==> src/rtl/bcd_seg_scanner.sv <==
// bcd_seg_scanner: requests conversions from unsigned_to_bcd, latches the 8-digit
// BCD result and time-multiplexes it onto an 8-digit common-anode 7-seg display.
module bcd_seg_scanner #(
    parameter int REFRESH_DIV = 100000
) (
    input  logic        clk,
    input  logic        reset,
    input  logic        update,
    input  logic        blank_lz,
    input  logic        conv_idle,
    input  logic [31:0] bcd,
    output logic        conv_trigger,
    output logic        busy,
    output logic        valid,
    output logic [7:0]  an,
    output logic [6:0]  seg
);
    localparam int CNT_W = $clog2(REFRESH_DIV);

    // state       | meaning
    // S_IDLE      | waiting for update or a queued request
    // S_REQ       | one-cycle trigger to the converter
    // S_WAIT_BUSY | waiting for the converter to drop idle
    // S_WAIT_DONE | waiting for the converter to raise idle again
    // S_LATCH     | capture bcd into the display register
    typedef enum logic [2:0] {
        S_IDLE,
        S_REQ,
        S_WAIT_BUSY,
        S_WAIT_DONE,
        S_LATCH
    } state_t;

    state_t           r_state;
    state_t           w_state_next;
    logic             r_pending;
    logic             w_pending_next;
    logic             w_trigger;
    logic             w_busy;
    logic [31:0]      r_disp;
    logic             r_valid;
    logic [CNT_W-1:0] r_cnt;
    logic [2:0]       r_idx;
    logic [7:0]       r_an;
    logic [6:0]       r_seg;
    logic             w_wrap;
    logic             w_blank;
    logic [31:0]      w_upper;
    logic [6:0]       w_seg;

    always_ff @(posedge clk or negedge reset) begin
        if (!reset) begin
            r_state   <= S_IDLE;
            r_pending <= 1'b0;
        end else begin
            r_state   <= w_state_next;
            r_pending <= w_pending_next;
        end
    end

    always_comb begin
        w_state_next   = r_state;
        w_pending_next = r_pending;
        w_trigger      = 1'b0;
        w_busy         = (r_state != S_IDLE);
        if (r_state != S_IDLE && update)
            w_pending_next = 1'b1;
        case (r_state)
            S_IDLE: begin
                if (update || r_pending) begin
                    w_state_next   = S_REQ;
                    w_pending_next = 1'b0;
                end
            end
            S_REQ: begin
                w_trigger    = 1'b1;
                w_state_next = S_WAIT_BUSY;
            end
            S_WAIT_BUSY: begin
                if (!conv_idle)
                    w_state_next = S_WAIT_DONE;
            end
            S_WAIT_DONE: begin
                if (conv_idle)
                    w_state_next = S_LATCH;
            end
            S_LATCH: begin
                w_state_next = S_IDLE;
            end
            default: begin
                w_state_next = S_IDLE;
            end
        endcase
    end

    always_ff @(posedge clk or negedge reset) begin
        if (!reset) begin
            r_disp  <= 32'd0;
            r_valid <= 1'b0;
        end else if (r_state == S_LATCH) begin
            r_disp  <= bcd;
            r_valid <= 1'b1;
        end
    end

    assign w_wrap = (r_cnt == CNT_W'(REFRESH_DIV - 1));

    always_ff @(posedge clk or negedge reset) begin
        if (!reset) begin
            r_cnt <= '0;
            r_idx <= 3'd0;
        end else if (w_wrap) begin
            r_cnt <= '0;
            r_idx <= r_idx + 3'd1;
        end else begin
            r_cnt <= r_cnt + CNT_W'(1);
        end
    end

    // Digits idx..7 shifted down; zero means this digit is a leading zero.
    assign w_upper = r_disp >> {r_idx, 2'b00};
    assign w_blank = !r_valid || (blank_lz && (r_idx != 3'd0) && (w_upper == 32'd0));

    always_comb begin
        w_seg = 7'b1111111;
        if (!w_blank) begin
            case (w_upper[3:0])
                4'd0:    w_seg = 7'b1000000;
                4'd1:    w_seg = 7'b1111001;
                4'd2:    w_seg = 7'b0100100;
                4'd3:    w_seg = 7'b0110000;
                4'd4:    w_seg = 7'b0011001;
                4'd5:    w_seg = 7'b0010010;
                4'd6:    w_seg = 7'b0000010;
                4'd7:    w_seg = 7'b1111000;
                4'd8:    w_seg = 7'b0000000;
                4'd9:    w_seg = 7'b0010000;
                default: w_seg = 7'b0111111;
            endcase
        end
    end

    // Anode and segments reload together only at the start of a digit period.
    always_ff @(posedge clk or negedge reset) begin
        if (!reset) begin
            r_an  <= 8'hFF;
            r_seg <= 7'h7F;
        end else if (r_cnt == '0) begin
            r_an  <= ~(8'h01 << r_idx);
            r_seg <= w_seg;
        end
    end

    assign conv_trigger = w_trigger;
    assign busy         = w_busy;
    assign valid        = r_valid;
    assign an           = r_an;
    assign seg          = r_seg;
endmodule

==> config.mk <==
export PLATFORM = sky130hd
export DESIGN_NAME = bcd_seg_scanner
export DESIGN_NICKNAME = d
export VERILOG_FILES = /design/src/rtl/bcd_seg_scanner.sv
export SDC_FILE = /design/constraint.sdc
export NUM_CORES = 1
export LEC_CHECK = 0
export BUFFER_PORTS_ARGS = -buffer_cell sky130_fd_sc_hd__buf_4
export CORE_MARGIN = 2
export CORE_UTILIZATION = 40
export CTS_BUF_LIST = sky130_fd_sc_hd__clkbuf_16
export CTS_CLUSTER_DIAMETER = 200
export CTS_CLUSTER_SIZE = 16
export DETAILED_ROUTE_END_ITERATION = 8
export PLACE_DENSITY = 0.68
export SKIP_CTS_REPAIR_TIMING = 1
export SLEW_MARGIN = 20
export SYNTH_ARGS = -nofsm -noshare
export SYNTH_HDL_FRONTEND = slang
export SYNTH_SLANG_ARGS = --single-unit
==> constraint.sdc <==
create_clock -name clk -period 5.8 [get_ports clk]
set_clock_uncertainty 0.1 [all_clocks]
set_input_delay 0 -clock clk [delete_from_list [all_inputs] [get_ports clk]]
set_output_delay 0 -clock clk [all_outputs]
set_load 0.05 [all_outputs]
==> out/results.ini <==
[status]
status=finished, final reports clean

[sta]
fin_crit_sh=0.5328
layout_min_cycle_time_ns=3.091
whs_ns=0.2513
drv_slew=0
max_freq_ghz=0.3236
fin_setup_tns_ns=0
finalHoldViolCount=0
slew-limit-headroom=0.2652
rsz0062_at_grt=false
final-setup-viol-count=0
tightest_slew_ns=1.094

[synthesis]
yosys.area.top_type=dfrtp_1
yosys-top-cells-count=57 x dfrtp_1, 34 x mux2_2, 32 x nor2_1, 18 x nand2_1, 15 x dfstp_2
synth.top_cell.area_share=0.3916
yosys_warnings=0
synth.distinct_cells=50
ys_seq_area_frac=0.4998
syn-num-nets=364
synth_area_leaders=dfrtp_1 39%, dfstp_2 11%, mux2_2 11%
synth_most_common_cell=dfrtp_1
synth-seq-cells=72
synth_edf_count=0
async_flop_share=1.000
avgSynthCellArea_um2=11.60
syn-cell-area_um2=3642
ys.flop_type=dfrtp_1
syn_inst=314

[final_layout]
postLayoutCellArea_um2=4791
n_antenna_cell=0
fin_nets=453
drive_gt1_frac=0.3211
area_growth_pct=31.54
final_cells=516

[pwr]
peakVddDrop_v=0.0002101
p_comb_frac=0.282
intPower_mw=1.259
switching_share=0.3152
clockPowerShare=0.309
seqPwrFrac=0.408
total_leakage_power_nw=2.100
powerDensity_nw_per_um2=383.7
total_power_mw=1.838
switchingPower_mw=0.5795

[worst_setup_path]
worstRegToRegCells=8
worstSetupEndpointType=flop
worst-setup-path-type=flop to flop
critPathMaxFanout=22
worstPathArrival_ns=3.25
cp.required_ns=5.96
start_kind=flop

[die]
dieHeight_um=99.43
ioPinCount=55
core_um2=8763
dieArea_um2=9885
die_w_um=99.43
start_util=0.4156
num_rows=34

[placed_design]
place_hpwl_um=5558
place_inst=465
globalplace.congestion=0.8894
place_area_um2=4135
numPortBuffers=54

[grt]
antenna_found_initial=0
grt_pass1_vias=2656
grt_max_degree=73
grt_use_total=0.1708
grt_overflow=0
grt_first_pass_wirelength_um=13250

[drt]
ant_nets=0
wl_um=8365
drcViolationCount=0
first_iter_violations=228
via_count=2746
drtPass1Iterations=4
routed_via_density=5.322
wire_per_inst_um=16.21

[cts]
numCtsBuffers=9
cts_buffer_depth=2
cts.htree.levels=3
clk_latency_ns=0.33
clk_pin_slew_worst_paths_ns=0.06
cts-root-buf=clkbuf_16
clock_sinks=72
cts_tree=built

[hold_path]
hold_class=primary input to asynchronous set/reset pin

[run]
max-cap-violations=0

## final cells by class
class,count,area (um^2)
Timing Repair Buffer,91,770.7
Fill cell,751,3973
Tap cell,108,135.1
Clock buffer,9,225.2
Inverter,8,30.03
Multi-Input combinational cell,221,1729
Clock inverter,7,80.08
Sequential cell,72,1821
## power by group through the flow
stage	Combinational (mW)	Clock, mW	Sequential (mW)
after CTS	0.499	0.579	0.747
after floorplan	0.379	0	0.718
final	0.519	0.569	0.750
after global placement	0.481	0	0.750
after detailed placement	0.493	0	0.754
after global routing	0.572	0.601	0.769
## final timing paths
| path | startpoint | to | slack, ns |
|---|---|---|---|
| max in group asynchronous | reset | r_cnt[16]$_DFF_PN0_ | 4.76 |
| worst max-delay path | r_idx[0]$_DFFE_PN0N_ | seg[6]$_DFFE_PN1N_ | 2.71 |
| worst max register to register | r_idx[0]$_DFFE_PN0N_ | seg[6]$_DFFE_PN1N_ | 2.71 |
| worst min register to register | an[7]$_DFFE_PN1N_ | an[7]$_DFFE_PN1N_ | 0.38 |
| min in group clk | blank_lz | seg[6]$_DFFE_PN1N_ | 0.31 |
| worst min-delay path | reset | r_disp[7]$_DFFE_PN0N_ | 0.25 |
## cell families (layout without fill, tap and decap cells)
logic type | after synthesis | count (layout) | share of synthesized area
flip-flops | 72 | 72 | 0.4998
adder cells (fa/ha/maj) | 13 | 13 | 0.04466
buffers and inverters | 21 | 115 | 0.02542
AO/OA/AOI/OAI | 47 | 47 | 0.09516
multiplexers | 43 | 43 | 0.1570
XOR/XNOR | 16 | 16 | 0.03848
AND/OR/NAND/NOR | 102 | 102 | 0.1395
## layout by cell type, fill, tap and decap left out, types with 9 or more instances in the layout
cell type      netlist  routed
nor4_1               9       9
nand2_1             18      18
dfrtp_1             57      57
ha_1                13      13
mux2_2              34      34
dfstp_2             15      15
clkbuf_16            0       9
nor2_1              32      32
nand3_1              9       9
o21ai_0             12      12
xnor2_1              9       9
dlygate4sd3_1        0      35
buf_4                1      56
inv_1                7      10
## flip-flops by register name, summed over array words and instances (netlist names)
| register | cells |
|---|---|
| r_idx | 3 |
| r_disp | 32 |
| r_state | 3 |
| valid | 1 |
| an | 8 |
| seg | 7 |
| r_pending | 1 |
| r_cnt | 17 |
## worst max-delay path, cell delays in order (launching register included)
cell	delay, ns
dfrtp_1	0.87
mux4_1	0.64
nand2_1	0.08
nand2_1	0.16
inv_1	0.14
ha_1	0.18
nand4b_1	0.16
o41ai_4	0.44
o32a_1	0.25
## through the flow
| stage | setup WS [ns] | util |
|---|---|---|
| 6_report | 2.710 | 0.5467 |
| 5_1_grt | 2.503 | 0.5467 |
| 4_1_cts | 2.714 | 0.5067 |
| 3_5_place_dp | 2.760 | 0.4719 |
| 3_3_place_gp | 2.883 | 0.4719 |
| 2_1_floorplan | 3.219 | - |
## metal layers
metal | share of wire | vias up | GRT usage
met2 | 0.47 | 69 | 0.2573
met4 | 0.028 | 0 | 0.08008
li1 | - | 1331 | -
met3 | 0.042 | 19 | 0.03162
met5 | 0 | - | 0
met1 | 0.46 | 1327 | 0.2396
Power figures use the tool's default switching activity.
